**src/rtl/fpu_ctrl_pkg.sv**
```systemverilog
// fpu_ctrl_pkg: shared constants, shadow-pipe entry type and FP instruction decode
// Revision: 1.0
`default_nettype none

package fpu_ctrl_pkg;

  localparam logic [31:0] FPU_NOP = 32'h0000_0000;

  localparam logic [6:0] OPC_LOAD_FP = 7'b0000111;
  localparam logic [6:0] OPC_FMADD   = 7'b1000011;
  localparam logic [6:0] OPC_FMSUB   = 7'b1000111;
  localparam logic [6:0] OPC_FNMSUB  = 7'b1001011;
  localparam logic [6:0] OPC_FNMADD  = 7'b1001111;
  localparam logic [6:0] OPC_OP_FP   = 7'b1010011;

  // OP-FP groups whose result lands in the integer register file
  localparam logic [4:0] F5_FMV_FCLASS = 5'b11100;
  localparam logic [4:0] F5_FCMP       = 5'b10100;
  localparam logic [4:0] F5_FCVT_TO_X  = 5'b11000;

  localparam int REG_IDX_W = 5;
  localparam int SHADOW_ID_W = 4;

  typedef struct packed {
    logic                   valid;
    logic [SHADOW_ID_W-1:0] id;
    logic [REG_IDX_W-1:0]   rd;
    logic                   writes_f;
    logic                   to_x;
  } shadow_entry_t;

  typedef struct packed {
    logic [REG_IDX_W-1:0] rd;
    logic [REG_IDX_W-1:0] rs1;
    logic [REG_IDX_W-1:0] rs2;
    logic [REG_IDX_W-1:0] rs3;
    logic                 writes_f;
    logic                 to_x;
  } decode_t;

  function automatic decode_t decode_fp(input logic [31:0] instr);
    decode_t    d;
    logic [6:0] opc;
    logic [4:0] f5;
    logic       xgrp;
    opc  = instr[6:0];
    f5   = instr[31:27];
    xgrp = (f5 == F5_FMV_FCLASS) || (f5 == F5_FCMP) || (f5 == F5_FCVT_TO_X);
    d.rd  = instr[11:7];
    d.rs1 = instr[19:15];
    d.rs2 = instr[24:20];
    d.rs3 = instr[31:27];
    d.writes_f = (opc == OPC_LOAD_FP) || (opc == OPC_FMADD) || (opc == OPC_FMSUB) ||
                 (opc == OPC_FNMSUB) || (opc == OPC_FNMADD) ||
                 ((opc == OPC_OP_FP) && !xgrp);
    d.to_x = (opc == OPC_OP_FP) && xgrp;
    return d;
  endfunction

endpackage

`default_nettype wire

```
**src/rtl/fpu_scoreboard.sv**
```systemverilog
// fpu_scoreboard: one busy bit per FP register with set/clear and hazard read ports
// Revision: 1.0
`default_nettype none

module fpu_scoreboard
  import fpu_ctrl_pkg::*;
#(
  parameter int NUM_REGS = 32
) (
  input  logic                 ck,
  input  logic                 rst,
  input  logic                 set_en,
  input  logic [REG_IDX_W-1:0] set_idx,
  input  logic                 clr_en,
  input  logic [REG_IDX_W-1:0] clr_idx,
  input  logic [REG_IDX_W-1:0] rs1,
  input  logic [REG_IDX_W-1:0] rs2,
  input  logic [REG_IDX_W-1:0] rs3,
  input  logic [REG_IDX_W-1:0] rd,
  output logic                 rs1_busy,
  output logic                 rs2_busy,
  output logic                 rs3_busy,
  output logic                 rd_busy
);

  logic [NUM_REGS-1:0] sb;
  logic [NUM_REGS-1:0] sb_next;

  // Clear first, then set: the two never target the same register because WAW stalls
  always_comb begin
    sb_next = sb;
    if (clr_en) sb_next[clr_idx] = 1'b0;
    if (set_en) sb_next[set_idx] = 1'b1;
  end

  always_ff @(posedge ck) begin
    if (rst) sb <= '0;
    else     sb <= sb_next;
  end

  assign rs1_busy = sb[rs1];
  assign rs2_busy = sb[rs2];
  assign rs3_busy = sb[rs3];
  assign rd_busy  = sb[rd];

endmodule

`default_nettype wire

```
**src/rtl/fpu_issue_ctrl.sv**
```systemverilog
// fpu_issue_ctrl: issue/hazard control in front of the pipelined FPU with completion shadowing
// Revision: 1.0
`default_nettype none

module fpu_issue_ctrl
  import fpu_ctrl_pkg::*;
#(
  parameter int NUM_REGS        = 32,
  parameter int PIPELINE_STAGES = 4,
  parameter int X_ID_WIDTH      = SHADOW_ID_W
) (
  input  logic                  ck,
  input  logic                  rst,
  input  logic                  issue_valid,
  input  logic [31:0]           issue_instr,
  input  logic [X_ID_WIDTH-1:0] issue_id,
  output logic                  issue_ready,
  input  logic                  fpu_full,
  output logic                  fpu_enable,
  output logic [31:0]           fpu_instr,
  output logic [X_ID_WIDTH-1:0] fpu_id,
  output logic                  cmpl_valid,
  output logic [X_ID_WIDTH-1:0] cmpl_id,
  output logic                  cmpl_to_xreg,
  output logic                  busy,
  output logic [31:0]           stall_cnt
);

  generate
    if (X_ID_WIDTH != SHADOW_ID_W) begin : g_id_width_check
      $error("X_ID_WIDTH must equal fpu_ctrl_pkg::SHADOW_ID_W");
    end
  endgenerate

  decode_t       dec;
  shadow_entry_t stages [PIPELINE_STAGES];
  shadow_entry_t tail;
  logic          rs1_busy, rs2_busy, rs3_busy, rd_busy;
  logic          hazard;
  logic          accept;
  logic          retire;

  assign dec    = decode_fp(issue_instr);
  assign hazard = rs1_busy | rs2_busy | rs3_busy | (dec.writes_f & rd_busy);

  assign issue_ready = !rst && !fpu_full && !hazard;
  assign accept      = issue_valid && issue_ready;
  assign fpu_enable  = !rst && !fpu_full && (accept || busy);
  assign fpu_instr   = accept ? issue_instr : FPU_NOP;
  assign fpu_id      = accept ? issue_id : '0;

  assign tail   = stages[PIPELINE_STAGES-1];
  assign retire = fpu_enable && tail.valid;

  always_comb begin
    busy = 1'b0;
    for (int i = 0; i < PIPELINE_STAGES; i++) busy = busy | stages[i].valid;
  end

  fpu_scoreboard #(
    .NUM_REGS (NUM_REGS)
  ) u_sb (
    .ck       (ck),
    .rst      (rst),
    .set_en   (accept && dec.writes_f),
    .set_idx  (dec.rd),
    .clr_en   (retire && tail.writes_f),
    .clr_idx  (tail.rd),
    .rs1      (dec.rs1),
    .rs2      (dec.rs2),
    .rs3      (dec.rs3),
    .rd       (dec.rd),
    .rs1_busy (rs1_busy),
    .rs2_busy (rs2_busy),
    .rs3_busy (rs3_busy),
    .rd_busy  (rd_busy)
  );

  // Shadow pipe advances in lock-step with the FPU, i.e. only on enabled edges
  always_ff @(posedge ck) begin
    if (rst) begin
      for (int i = 0; i < PIPELINE_STAGES; i++) stages[i] <= '0;
    end else if (fpu_enable) begin
      if (accept) begin
        stages[0].valid    <= 1'b1;
        stages[0].id       <= issue_id;
        stages[0].rd       <= dec.rd;
        stages[0].writes_f <= dec.writes_f;
        stages[0].to_x     <= dec.to_x;
      end else begin
        stages[0] <= '0;
      end
      for (int i = 1; i < PIPELINE_STAGES; i++) stages[i] <= stages[i-1];
    end
  end

  always_ff @(posedge ck) begin
    if (rst) begin
      cmpl_valid   <= 1'b0;
      cmpl_id      <= '0;
      cmpl_to_xreg <= 1'b0;
    end else begin
      cmpl_valid   <= retire;
      cmpl_id      <= retire ? tail.id : '0;
      cmpl_to_xreg <= retire && tail.to_x;
    end
  end

  always_ff @(posedge ck) begin
    if (rst) begin
      stall_cnt <= '0;
    end else if (issue_valid && !issue_ready && (stall_cnt != 32'hFFFF_FFFF)) begin
      stall_cnt <= stall_cnt + 32'd1;
    end
  end

endmodule

`default_nettype wire
```
**config.mk**
```make
export PLATFORM = sky130hd
export DESIGN_NAME = fpu_issue_ctrl
export DESIGN_NICKNAME = d
export VERILOG_FILES = /design/src/rtl/fpu_ctrl_pkg.sv /design/src/rtl/fpu_scoreboard.sv /design/src/rtl/fpu_issue_ctrl.sv
export SDC_FILE = /design/constraint.sdc
export NUM_CORES = 1
export LEC_CHECK = 0
export BUFFER_PORTS_ARGS = -buffer_cell sky130_fd_sc_hd__buf_2
export CAP_MARGIN = 20
export CORE_MARGIN = 3
export CORE_UTILIZATION = 42
export CTS_CLUSTER_SIZE = 40
export DETAILED_ROUTE_END_ITERATION = 10
export GPL_TIMING_DRIVEN = 1
export PLACE_DENSITY = 0.69
export SETUP_SLACK_MARGIN = 0.15
export SLEW_MARGIN = 0
export SYNTH_ARGS = -nofsm -noshare
export SYNTH_HDL_FRONTEND = slang
export SYNTH_SLANG_ARGS = --single-unit
```
**constraint.sdc**
```tcl
create_clock -name ck -period 5.62 [get_ports ck]
set_clock_uncertainty 0.2 [all_clocks]
set_input_delay 0.281 -clock ck [delete_from_list [all_inputs] [get_ports ck]]
set_output_delay 0.281 -clock ck [all_outputs]
set_load 0.005 [all_outputs]
```
## After elaboration in Yosys (flattened, before gate mapping)

Memory sizes are Yosys's and may differ from the RTL's.
Cells that the tools add are included.

| word-level totals | value |
|---|---|
| flip-flop bits (word level) | 70 |
| memory bits (writable) | 48 |
| input bits | 40 |
| output and inout port bits | 77 |
| word-level logic and storage cells | 118 |
| memories | 1 |

Memories:

| memory | words | width | read ports | clocked after memory_dff | wr ports | RTL line | source |
|---|---|---|---|---|---|---|---|
| stages | 4 | 12 | 4 | 0 | 4 | fpu_issue_ctrl.sv:36 | `shadow_entry_t stages [PIPELINE_STAGES];` |

| cells by class | value |
|---|---|
| add/sub/neg operators | 1 |
| magnitude comparators | 7 |
| equality and inequality tests | 10 |
| muxes and demuxes | 42 |
| bitwise logic cells | 24 |
| reductions and logical operators | 28 |

Operator list:

| kind | number |
|---|---|
| $mux 32 | 3 |
| $mux 12 | 3 |
| $eq 7x7->1 const B | 5 |
| $add 32x1->32 const B | 1 |
| $and 32x32->32 | 1 |
| $ne 32x32->1 const B | 1 |
| $not 32->32 | 1 |
| $or 32x32->32 | 1 |
| $lt 5x6->1 const B | 5 |
| $mux 1 | 25 |
| $bmux 1 s5 | 4 |
| $or 1x1->1 | 19 |
| $eq 5x5->1 const B | 3 |
| $logic_and 1x1->1 | 14 |
| $mux 4 | 3 |
| $demux 1 s5 | 2 |
| $ge 5x1->1 const B | 2 |
| $mux 5 | 2 |
| $logic_or 1x1->1 | 8 |
| $eq 7x3->1 const B | 1 |
| $logic_not 1->1 | 5 |
| $reduce_or 2->1 | 1 |
| $and 1x1->1 | 1 |
| $not 1->1 | 1 |

## Depth between registers and ports, before layout

Gate-level depths: netlist (run 1).

| logic depth | value |
|---|---|
| depth in word-level cells | 18 |
| mapped depth | 12 |
| mapped depth without buffers | 7 |

## By module

A second synthesis (run 1) with hierarchy kept.

| second synthesis, totals | value |
|---|---|
| cells, all modules | 699 |
| area total of the unflattened synthesis | 6590.1 sq um |

Modules (own cells, without submodules):

| module | instances | cells an instance | area each (sq um) |
|---|---|---|---|
| fpu_issue_ctrl | 1 | 373 | 4003.8 |
| fpu_scoreboard | 1 | 326 | 2586.2 |

## Least setup slack after synthesis (run 1)

OpenSTA, ideal clock, no wires.

| timing path | value |
|---|---|
| kind | input -> register |
| start point | in issue_instr[20] |
| end point | mem stages[0][12] (netlist name), enable pin |
| setup time | 0.437 ns |
| data arrival time | 3.744 ns |
| slack | 1.239 ns |
| stages | 9 |
| path through | buf_2 -> mux4_2 -> a32oi_1 -> nand4_1 -> nor4_1 -> and4_1 -> buf_2 -> nor2_1 -> o21bai_1 |

RTL lines:

| element | RTL line | source |
|---|---|---|
| from (decl) | fpu_issue_ctrl.sv:15 | `input logic [31:0] issue_instr,` |
| to (decl) | fpu_issue_ctrl.sv:36 |  |

## Final worst setup path (run 1)

| timing path | value |
|---|---|
| start point | reg u_sb.sb[7] |
| end point | out fpu_enable |

| between the ends | value |
|---|---|
| cells in the longest elaborated chain, start to end | 10 |

Ends and longest elaborated chain:

| element | RTL line | source |
|---|---|---|
| from (decl) | fpu_scoreboard.sv:26 | `logic [NUM_REGS-1:0] sb;` |
| from (signal assigned) | fpu_scoreboard.sv:38 | `else sb <= sb_next;` |
| $bmux 1 s5 (on tied branches) | fpu_scoreboard.sv:41, fpu_scoreboard.sv:42 |  |
| $mux 1 (on tied branches) | fpu_scoreboard.sv:41, fpu_scoreboard.sv:42 |  |
| $or 1x1->1 (2 in a row) | fpu_issue_ctrl.sv:44 | `assign hazard = rs1_busy \| rs2_busy \| rs3_busy \| (dec.writes_f & rd_busy);` |
| $or 1x1->1 * | fpu_issue_ctrl.sv:44 |  |
| $logic_not 1->1 * | fpu_issue_ctrl.sv:46 | `assign issue_ready = !rst && !fpu_full && !hazard;` |
| $logic_and 1x1->1 * | fpu_issue_ctrl.sv:46 |  |
| $logic_and 1x1->1 * | fpu_issue_ctrl.sv:47 | `assign accept = issue_valid && issue_ready;` |
| $logic_or 1x1->1 * | fpu_issue_ctrl.sv:48 | `assign fpu_enable = !rst && !fpu_full && (accept \|\| busy);` |
| $logic_and 1x1->1 * | fpu_issue_ctrl.sv:48 |  |
| to (decl) | fpu_issue_ctrl.sv:19 | `output logic fpu_enable,` |

Mark *: on every way between the ends. The rest lies on a longest branch, timed or not. The select of a mux whose other input is x is not followed.

==> results of run 1 <==
through the flow:
stage | worst slack (ns) | hold WS (ns) | util | instance area [sq um]
final | 1.63 | 0.149 | 0.519 | 8040
after global routing | 1.40 | 0.144 | 0.519 | 8030
after floorplan | 1.24 | 0.251 | - | 6750
after global placement | 1.66 | 0.254 | 0.476 | 7370
after detailed placement | 1.55 | 0.275 | 0.476 | 7370
after CTS | 1.61 | 0.129 | 0.516 | 7990
power by group:
group	leakage, nW	switching, mW	internal, mW	total, mW
Clock	0.278	0.389	0.662	1.05
Sequential	1.09	0.0160	0.928	0.944
Combinational	1.84	0.103	0.0582	0.161
Total	3.20	0.508	1.65	2.16
layer usage:
metal,vias up,track usage,share of wire
li1,2729,-,-
met2,297,0.309,0.46
met4,2,0.0693,0.020
met3,42,0.0559,0.094
met5,-,0,0.00051
met1,2715,0.259,0.42
sequential cells by signal, summed over array words and instances, names as in the netlist:
name,count
cmpl_id,4
u_sb.sb,32
cmpl_to_xreg,1
stall_cnt,32
cmpl_valid,1
stages,48
cell usage in the layout (no fill, tap or decap), drive strengths merged, types with 3 or more instances in the layout:
cell         count
mux2i           10
dlygate4sd3      4
nor4            11
nor2b           57
or3              8
clkbuf          20
nor3b            3
edfxtp          48
dfxtp           70
and4             4
nor2            36
or3b             3
or4             11
nand3           25
mux4            29
a21oi           13
inv              8
and3            15
o21bai           4
nand3b           8
clkinv           7
nand4           12
o31ai            7
a22oi            3
o21ai           69
and2            83
nand2           43
nand2b           7
buf            123
a32oi            3
mux2            21
nor3            17
logic make-up after synthesis:
| family | after synthesis | share of synthesized area |
|---|---|---|
| compound gates | 107 | 0.0909 |
| fa+ha+maj | 1 | 0.00185 |
| buf+inv | 59 | 0.0427 |
| flops | 118 | 0.421 |
| mux | 60 | 0.148 |
| simple gates | 349 | 0.295 |
final timing paths:
path | start | end
worst min register to register | stages[0][36] | cmpl_to_xreg
worst max-delay path | u_sb.sb[7] | fpu_enable
worst max register to register | u_sb.sb[7] | stages[0][16]
worst min-delay path | rst | cmpl_id[0]
worst register-to-register path: stages, from the launching register on:
cell and delay [ns]:
sky130_fd_sc_hd__dfxtp_1 0.38, sky130_fd_sc_hd__mux4_4 0.62, sky130_fd_sc_hd__mux2_2 0.28, sky130_fd_sc_hd__a21oi_1 0.17
sky130_fd_sc_hd__o2111a_1 0.21, sky130_fd_sc_hd__and4_1 0.41, sky130_fd_sc_hd__nor2_1 0.16, sky130_fd_sc_hd__o21bai_4 0.80
area by class of cell:
type,count,area [sq um],area share
Antenna cell,1,2.50,0.000311
Clock buffer,20,447,0.0556
Clock inverter,12,129,0.0160
Inverter,7,26.3,0.00327
Multi-Input combinational cell,517,3630,0.451
Sequential cell,118,2840,0.354
Tap cell,211,264,0.0329
Timing Repair Buffer,127,697,0.0867
repair_timing:
action | in CTS | in global routing
hold buffers | 4 | 0
hold endpoints to repair | 4 | 0
buffers inserted | 0 | 0
==> metrics.log, run 1 <==
INFO  metric outcome = completed
INFO  metric cap_viol_max_count = 0
INFO  metric cp_cell_sequence = mux4_4 -> mux2_2 -> a21oi_1 -> o2111a_1 -> and4_1 -> o21a_1 -> buf_2
INFO  metric floorplan.rows = 45
INFO  metric grt_setup_unrepaired = false
INFO  metric pwr_density_cell = 268 nW/um^2
INFO  metric critical_path_arrival = about 3.5 ns
INFO  metric worst_path_largest_cell_delay = 0.78 ns
INFO  metric post_drt_wl_per_cell = 17.5 um
INFO  metric syn2layout_area_growth = 19.1%
INFO  metric postSynthAreaPerCell = 9.72 sq um
INFO  metric worst_path_required_time = 5.14 ns
INFO  metric fillers = 1,405
INFO  metric clk_pin_slew = 0.06 ns
INFO  metric period_needed = approximately 4.0 ns
INFO  metric maxSlewHeadroom = 0.327
INFO  metric power = 2.16 mW
INFO  metric netlist_area = 6750 sq um
INFO  metric clock_latency = 0.41 ns
INFO  metric htreeDepth = 4
INFO  metric yosys-top-cells-count = 83 x sky130_fd_sc_hd__and2_1, 70 x sky130_fd_sc_hd__dfxtp_1, 57 x sky130_fd_sc_hd__nor2b_1, 48 x sky130_fd_sc_hd__edfxtp_1, 43 x sky130_fd_sc_hd__nand2_1
INFO  metric design.die.area = 17,600 sq um
INFO  metric reg2reg_setup_slack = 2.00 ns
INFO  metric net_count_reported_at_finish = 829
INFO  metric worst-path-max-fanout = 34
INFO  metric synth_top_cell_area_share = 0.214
INFO  metric synthesis.nets = 735
INFO  metric totalNegativeSetupSlack = 0 ns
INFO  metric min_period_over_period = 0.710
INFO  metric synth-async-reset-ratio = 0
INFO  metric dp_hpwl = around 12,000 um
INFO  metric static-leakage-power = 3.20 nW
INFO  metric io_buffers = 116
INFO  metric via_count_of_the_first_global_routing_pass = 5,307
INFO  metric grt_antenna_before_repair = 1
INFO  metric netlist_instances = between 600 and 700
INFO  metric detail_route.first_pass.iterations = 5
INFO  metric timing.fmax = 251 MHz
INFO  metric cts_tree = yes
INFO  metric dp.cells = just under 1k
INFO  metric critical_path.n_buffers_inverters = 1
INFO  metric post-route-drc-count = 0
INFO  metric place.gp.congestion = 0.879
INFO  metric critical-path-top-delay-family = compound AO/OA/AOI/OAI gates
INFO  metric final-hold-violation-count = 0
INFO  metric synth.ff_latch_count = between 100 and 150
INFO  metric vias_per_cell = approximately 5.7
INFO  metric timing.final.max_slew_violations = 0
INFO  metric ios = about 120
INFO  metric endpoint_kind = output pin
INFO  metric critical_path_start_end_classification = register to output pin
INFO  metric floorplan_die_height = 133 um
INFO  metric ctsLongestPathBuffers = 2
INFO  metric postCtsResizedCells = 0
INFO  metric worstRegToRegCells = 7
INFO  metric yosys-top-cells-area = sky130_fd_sc_hd__edfxtp_1 21%, sky130_fd_sc_hd__dfxtp_1 21%, sky130_fd_sc_hd__mux4_2 9.3%, sky130_fd_sc_hd__and2_1 7.7%, sky130_fd_sc_hd__nor2b_1 5.3%
INFO  metric hold_path.class = primary input to register
INFO  metric grt_first_pass_wirelength = 27,700 um
INFO  metric synth-warning-count = 0
INFO  metric vdd_ir_drop_max = 212 uV
INFO  metric postSynth.topFlopCell = sky130_fd_sc_hd__dfxtp_1
INFO  metric drt-initial-drc-count = 335
INFO  metric synth_edf_count = 48
INFO  metric grt_max_degree = 93
INFO  metric setup_viol_count_final = 0
INFO  metric clock-sinks = 118
INFO  metric cts.root.buffer_cell = sky130_fd_sc_hd__clkbuf_16
INFO  metric timing_worst_slew_pin_value = 1.01 ns
INFO  metric die_x = 133 um
INFO  metric route.final.wire_length = about 18,000 um
INFO  metric timing.critical_path.depth = 7
INFO  metric cts_buf_count = 17
INFO  metric routed-via-count = 5,785
INFO  metric post_route_cells_drive_above_1_share = 0.237
INFO  metric slowest_stage = sky130_fd_sc_hd__o21a_1
INFO  metric drtAntennaViolNets = 0
INFO  metric global_route.overflow_total = 0
INFO  metric groute.usage.overall = 0.196
INFO  metric critPathLaunchType = register
INFO  metric start_util = 0.436
INFO  metric layoutNonFillerInstCount = 1,013
INFO  metric synth_top_cell_by_area = sky130_fd_sc_hd__edfxtp_1
INFO  metric holdPathStages = 3
INFO  metric coreArea = 15,500 sq um
INFO  metric synth-seq-area-share = 0.421
INFO  metric post-synth-top-count-cell = sky130_fd_sc_hd__and2_1
INFO  metric synth_cell_type_count = 50
No activity file was read; power rests on OpenSTA's default activity.
==> run 2: changes to the inputs <==
==> constraint.sdc (replaced) <==
create_clock -name ck -period 3.69 [get_ports ck]
set_clock_uncertainty 0.2 [all_clocks]
set_input_delay 0.1845 -clock ck [delete_from_list [all_inputs] [get_ports ck]]
set_output_delay 0.1845 -clock ck [all_outputs]
set_load 0.005 [all_outputs]
==> run 2 against run 1 <==
Against the previous run:
- combinational power grew 55%
- final area up 0.42%
- total power increased by 53%
- critical path type unchanged
- sequential share of layout area down 0.15 points
- setup slack got worse by 1.3 ns
- clock-buffer cell count shrank 2
- highest routed layer is now met4
- global-route usage is 0.18 points lower
- sequential power is 53% higher
- critical path depth increased by 1
- clock power up 53%
- sequential cell count unchanged
- via count decreased by 0.99%
==> metrics.log, run 2 (synthesized netlist as in run 1, its figures left out) <==
INFO  metric post_drt_wl_per_cell = between 15 and 20 um
INFO  metric dp_hpwl = 11,700 um
INFO  metric maxSlewHeadroom = 0.371
INFO  metric groute.usage.overall = 0.194
INFO  metric ctsLongestPathBuffers = 2
INFO  metric worst-path-max-fanout = 29
INFO  metric biggestRegsByFlops = stages: 48 flops, stall_cnt: 32 flops, u_sb.sb: 32 flops
INFO  metric final-hold-violation-count = 0
INFO  metric worst_path_largest_cell_delay = 0.62 ns
INFO  metric floorplan_die_height = 133 um
INFO  metric num_antenna_cells = 0
INFO  metric clk_pin_slew = 0.06 ns
INFO  metric slowest_stage = sky130_fd_sc_hd__mux4_4
INFO  metric place.gp.congestion = 0.895
INFO  metric clock_latency = 0.41 ns
INFO  metric holdPathStages = 2
INFO  metric cts.root.buffer_cell = sky130_fd_sc_hd__clkbuf_16
INFO  metric grt_setup_unrepaired = false
INFO  metric grt_max_degree = 93
INFO  metric syn2layout_area_growth = 19.6%
INFO  metric htreeDepth = 4
INFO  metric ios = 117
INFO  metric timing.critical_path.depth = 8
INFO  metric drt-initial-drc-count = 397
INFO  metric drtAntennaViolNets = 0
INFO  metric critPathLaunchType = register
INFO  metric period_needed = 3.34 ns
INFO  metric global_route.peak_usage_layer = met2
INFO  metric global_route.overflow_total = 0
INFO  metric timing_worst_slew_pin_value = 0.944 ns
INFO  metric groute.layer.met3.usage = 0.0593
INFO  metric outcome = completed
INFO  metric vias_per_cell = 5.63
INFO  metric post-route-drc-count = 0
INFO  metric coreArea = around 15,000 sq um
INFO  metric most-common-layout-cells = 116 x sky130_fd_sc_hd__buf_2, 83 x sky130_fd_sc_hd__and2_1, 70 x sky130_fd_sc_hd__dfxtp_1, 57 x sky130_fd_sc_hd__nor2b_1, 48 x sky130_fd_sc_hd__edfxtp_1
INFO  metric worstRegToRegCells = 8
INFO  metric floorplan.rows = 45
INFO  metric clock-sinks = 118
INFO  metric cp_cell_sequence = mux4_4 -> mux2_2 -> a21oi_1 -> o2111a_1 -> and4_2 -> buf_4 -> and2_1 -> buf_2
INFO  metric detail_route.first_pass.iterations = 6
INFO  metric endpoint_kind = output pin
INFO  metric design.die.area = 17,600 sq um
INFO  metric setup_viol_count_final = 0
INFO  metric net_count_reported_at_finish = 834
INFO  metric timing.final.max_slew_violations = 0
INFO  metric final_critical_path_setup_slack = 0.353 ns
INFO  metric critical_path_start_end_classification = register to output pin
INFO  metric totalNegativeSetupSlack = 0 ns
INFO  metric groute.layer.met1.usage = 0.264
INFO  metric critical-path-top-delay-family = multiplexers
INFO  metric placement.setup.worst_slack = 0.438 ns
INFO  metric postCtsSetupBuffers = 0
INFO  metric io_buffers = 116
INFO  metric cts_buf_count = 17
INFO  metric routed-via-count = about 5.7k
INFO  metric largest_reg_flops = between 40 and 50
INFO  metric timing.fmax = 300 MHz
INFO  metric critical_path_arrival = 2.95 ns
INFO  metric min_period_over_period = 0.904
INFO  metric grt_antenna_before_repair = 0
INFO  metric critical_path.n_buffers_inverters = 2
INFO  metric layout.cells.most_common = sky130_fd_sc_hd__buf_2
INFO  metric static-leakage-power = around 3.2 nW
INFO  metric post_route_cells_drive_above_1_share = 0.246
INFO  metric cts_tree = yes
INFO  metric grt_util_met2 = 0.309
INFO  metric vdd_ir_drop_max = around 330 uV
INFO  metric via_count_of_the_first_global_routing_pass = 5,255
INFO  metric start_util = 0.436
INFO  metric grt_first_pass_wirelength = 27,700 um
INFO  metric max_flop_register = stages
INFO  metric cap_viol_max_count = 0
INFO  metric route.final.wire_length = 17,300 um
INFO  metric pwr_density_cell = 409 nW/um^2
INFO  metric die_x = around 130 um
INFO  metric hold_path.class = primary input to register
INFO  metric worst_path_required_time = 3.31 ns
==> run 2: cell types whose count changed in the layout (fill, tap and decap cells not counted), sizes merged <==
cell | previous run | this run
clkinv | 7 | 6
diode | 1 | 0
buf | 123 | 128
clkinvlp | 2 | 5
clkbuf | 20 | 18
==> run 2: stage by stage <==
stage | total power [mW] | hold slack [ns] | cells | util | cell area (sq um)
2_1_floorplan | 1.62 | 0.183 | 694 | - | 6750
3_3_place_gp | 1.71 | 0.254 | 981 | 0.481 | 7440
3_5_place_dp | 1.71 | 0.261 | 981 | 0.481 | 7440
4_1_cts | 3.33 | 0.0380 | 1017 | 0.521 | 8070
5_1_grt | 3.42 | 0.0446 | 1017 | 0.521 | 8070
6_report | 3.30 | 0.0348 | 1017 | 0.521 | 8070
==> run 2: final timing paths <==
kind / start / to / slack [ns]
max reg2reg: u_sb.sb[7] / stages[0][45] / 0.64
max: u_sb.sb[7] / fpu_instr[9] / 0.35
min: issue_instr[11] / stages[0][6] / 0.03
min reg2reg: stages[0][43] / cmpl_id[0] / 0.27
==> run 2: final cells by class <==
cell class / count / area, sq um
Fill cell: 1393 / 7410
Multi-Input combinational cell: 517 / 3630
Sequential cell: 118 / 2840
Timing Repair Buffer: 132 / 723
Clock buffer: 18 / 429
Tap cell: 211 / 264
Clock inverter: 14 / 155
Inverter: 7 / 26.3
==> run 2: metal layers <==
metal  share of wire  wire length (um)  up-vias
li1                -                 -     2728
met4          0.0078               134        0
met3           0.083              1440       11
met1            0.43              7420     2740
met2            0.48              8280      249
met5               0                 0        -
==> run 2: where the power goes <==
| part | internal (mW) | leakage (nW) | switching (mW) |
|---|---|---|---|
| Clock | 0.997 | 0.269 | 0.615 |
| Combinational | 0.0936 | 1.86 | 0.157 |
| Sequential | 1.41 | 1.09 | 0.0231 |
| Total | 2.50 | 3.21 | 0.795 |
==> run 2: timing repair <==
item,CTS,global route
hold buffers,4,0
setup endpoints to repair,0,20
hold endpoints to repair,4,0
gates resized for setup,0,1
==> run 3: changes to the inputs <==
--- a/config.mk
+++ b/config.mk
@@ -7,12 +7,15 @@
 export LEC_CHECK = 0
 export BUFFER_PORTS_ARGS = -buffer_cell sky130_fd_sc_hd__buf_2
 export CAP_MARGIN = 20
+export CELL_PAD_IN_SITES_DETAIL_PLACEMENT = 0
+export CELL_PAD_IN_SITES_GLOBAL_PLACEMENT = 2
 export CORE_MARGIN = 3
-export CORE_UTILIZATION = 42
+export CORE_UTILIZATION = 35
 export CTS_CLUSTER_SIZE = 40
 export DETAILED_ROUTE_END_ITERATION = 10
 export GPL_TIMING_DRIVEN = 1
-export PLACE_DENSITY = 0.69
+export PLACE_DENSITY = 0.86
+export REMOVE_ABC_BUFFERS = 1
 export SETUP_SLACK_MARGIN = 0.15
 export SLEW_MARGIN = 0
 export SYNTH_ARGS = -nofsm -noshare
==> run 3 against run 2 <==
Against the previous run:
- routed wire length is 11% higher
- final area is 0.71% higher
- utilization is 9.0 points lower
- sequential share of layout area is 0.25 points lower
- clock power hardly changed
- critical path type unchanged
- critical endpoint is now fpu_instr[19]
- largest cell class unchanged
==> metrics.log, run 3 (synthesized netlist as in run 1, its figures left out) <==
INFO  metric fillers = 1,792
INFO  metric worst-path-max-fanout = 19
INFO  metric floorplan_die_height = around 140 um
INFO  metric dp_hpwl = 13,400 um
INFO  metric static-leakage-power = 3.22 nW
INFO  metric multi_input_comb_area = about 3600 sq um
INFO  metric setup_viol_count_final = 0
INFO  metric placedInstanceArea = 7520 sq um
INFO  metric drt-initial-drc-count = 473
INFO  metric start_util = 0.358
INFO  metric min_period_over_period = 0.908
INFO  metric io_buffers = between 100 and 150
INFO  metric num_antenna_cells = 0
INFO  metric largest_reg_flops = 48
INFO  metric net_count_reported_at_finish = ~830
INFO  metric cts.root.buffer_cell = sky130_fd_sc_hd__clkbuf_16
INFO  metric cap_viol_max_count = 0
INFO  metric most-common-layout-cells = 116 x sky130_fd_sc_hd__buf_2, 83 x sky130_fd_sc_hd__and2_1, 70 x sky130_fd_sc_hd__dfxtp_1, 57 x sky130_fd_sc_hd__nor2b_1, 48 x sky130_fd_sc_hd__edfxtp_1
INFO  metric timing_worst_slew_pin_value = approximately 0.90 ns
INFO  metric via_count_of_the_first_global_routing_pass = roughly 5.4k
INFO  metric maxSlewHeadroom = 0.397
INFO  metric critical_path_start_end_classification = register to output pin
INFO  metric final-hold-violation-count = 0
INFO  metric stdcell_area = 8130 sq um
INFO  metric timing.final.max_slew_violations = 0
INFO  metric max_flop_register = stages
INFO  metric ios = about 120
INFO  metric clk_pin_slew = 0.06 ns
INFO  metric die_x = 145 um
INFO  metric clock_latency = 0.42 ns
INFO  metric worst_hold_slack = 0.0281 ns
INFO  metric route.final.wire_length = roughly 19,000 um
INFO  metric period_needed = 3.35 ns
INFO  metric dp.cells = 1,030
INFO  metric routed-via-count = 5,738
INFO  metric critPathLaunchType = register
INFO  metric clock-sinks = 118
INFO  metric detail_route.first_pass.iterations = 5
INFO  metric cts_tree = yes
INFO  metric endpoint_kind = output pin
INFO  metric outcome = completed
INFO  metric htreeDepth = 4
INFO  metric post_route_cells_drive_above_1_share = 0.246
INFO  metric post-route-drc-count = 0
INFO  metric design.die.area = 21,000 sq um
INFO  metric global_route.overflow_total = 0
INFO  metric postCtsSetupBuffers = 0
INFO  metric hold_path.class = primary input to register
INFO  metric post_drt_wl_per_cell = 18.0 um
INFO  metric grt_antenna_before_repair = 0
INFO  metric grt_max_degree = between 60 and 70
INFO  metric worst_path_required_time = approximately 3.3 ns
INFO  metric grt_setup_unrepaired = false
INFO  metric biggestRegsByFlops = stages: 48 flops, stall_cnt: 32 flops, u_sb.sb: 32 flops
INFO  metric cts_buf_count = 17
INFO  metric groute.usage.overall = 0.182
INFO  metric layoutNonFillerInstCount = roughly 1.1k
INFO  metric coreArea = 18,800 sq um
INFO  metric timing.fmax = about 300 MHz
INFO  metric place.gp.congestion = ~0.89
INFO  metric drtAntennaViolNets = 0
INFO  metric ctsLongestPathBuffers = 2
INFO  metric grt_first_pass_wirelength = between 20,000 and 30,000 um
INFO  metric pwr_density_cell = 404 nW/um^2
INFO  metric layout.cells.most_common = sky130_fd_sc_hd__buf_2
INFO  metric syn2layout_area_growth = 20.5%
INFO  metric vdd_ir_drop_max = 270 uV
INFO  metric vias_per_cell = 5.38
INFO  metric floorplan.rows = 50
INFO  metric critical_path_arrival = 2.97 ns
INFO  metric final-seq-area = 2840 sq um
run 3: changes by cell type in the layout (fill, tap and decap cells not counted), sizes merged:
| cell | delta |
|---|---|
| inv | +8 |
| clkbuf | -1 |
| clkinv | -3 |
| bufinv | -1 |
| clkinvlp | -3 |
run 3: layer usage:
layer / track usage / part of all wire
met1: 0.240 / 0.43
met2: 0.290 / 0.48
met3: 0.0434 / 0.068
met4: 0.0707 / 0.024
met5: 0 / 0
run 3: critical path: stages, from the launching register on:
cell	delay [ns]
sky130_fd_sc_hd__dfxtp_1	0.37
sky130_fd_sc_hd__mux4_4	0.62
sky130_fd_sc_hd__mux2_2	0.28
sky130_fd_sc_hd__a21oi_1	0.15
sky130_fd_sc_hd__o2111a_1	0.20
sky130_fd_sc_hd__and4_1	0.30
sky130_fd_sc_hd__buf_4	0.24
sky130_fd_sc_hd__and2_1	0.23
sky130_fd_sc_hd__buf_2	0.14
run 3: power by group:
part	total, mW	switching [mW]	internal, mW	leakage, nW
logic	0.255	0.160	0.0956	1.86
clock network	1.59	0.653	0.939	0.278
registers	1.43	0.0225	1.41	1.09
total	3.28	0.835	2.45	3.22
run 3: path summary, 6_finish.rpt:
check | start | to | slack [ns] | cells past startpoint
min | issue_instr[10] | stages[0][5] | 0.03 | 2
min reg2reg | stages[0][43] | cmpl_id[0] | 0.28 | 1
max reg2reg | u_sb.sb[7] | u_sb.sb[1] | 0.72 | 9
max | u_sb.sb[7] | fpu_instr[19] | 0.34 | 8
run 3: repair_timing:
item | in CTS | in global routing
gates resized for setup | 0 | 1
hold buffers | 4 | 0
endpoints found under the setup margin | 0 | 2
endpoints found under the hold margin | 4 | 0
run 3: stage by stage:
step / power [mW] / setup slack (ns) / utilization / setup TNS, ns
after floorplan: 1.57 / -0.991 / - / -35.69
after global placement: 1.71 / 0.624 / 0.399 / 0
after detailed placement: 1.72 / 0.581 / 0.399 / 0
after CTS: 3.32 / 0.275 / 0.431 / 0
after global routing: 3.40 / 0.184 / 0.432 / 0
final: 3.28 / 0.338 / 0.432 / 0
run 3: layout make-up:
class                   count  area share
flip-flops and latches    118       0.350
multi-input cells         517       0.446
repair buffers            132      0.0910
inverters                   7     0.00323
clock buffers              17      0.0523
well taps                 260      0.0400
clock inverters            15      0.0172
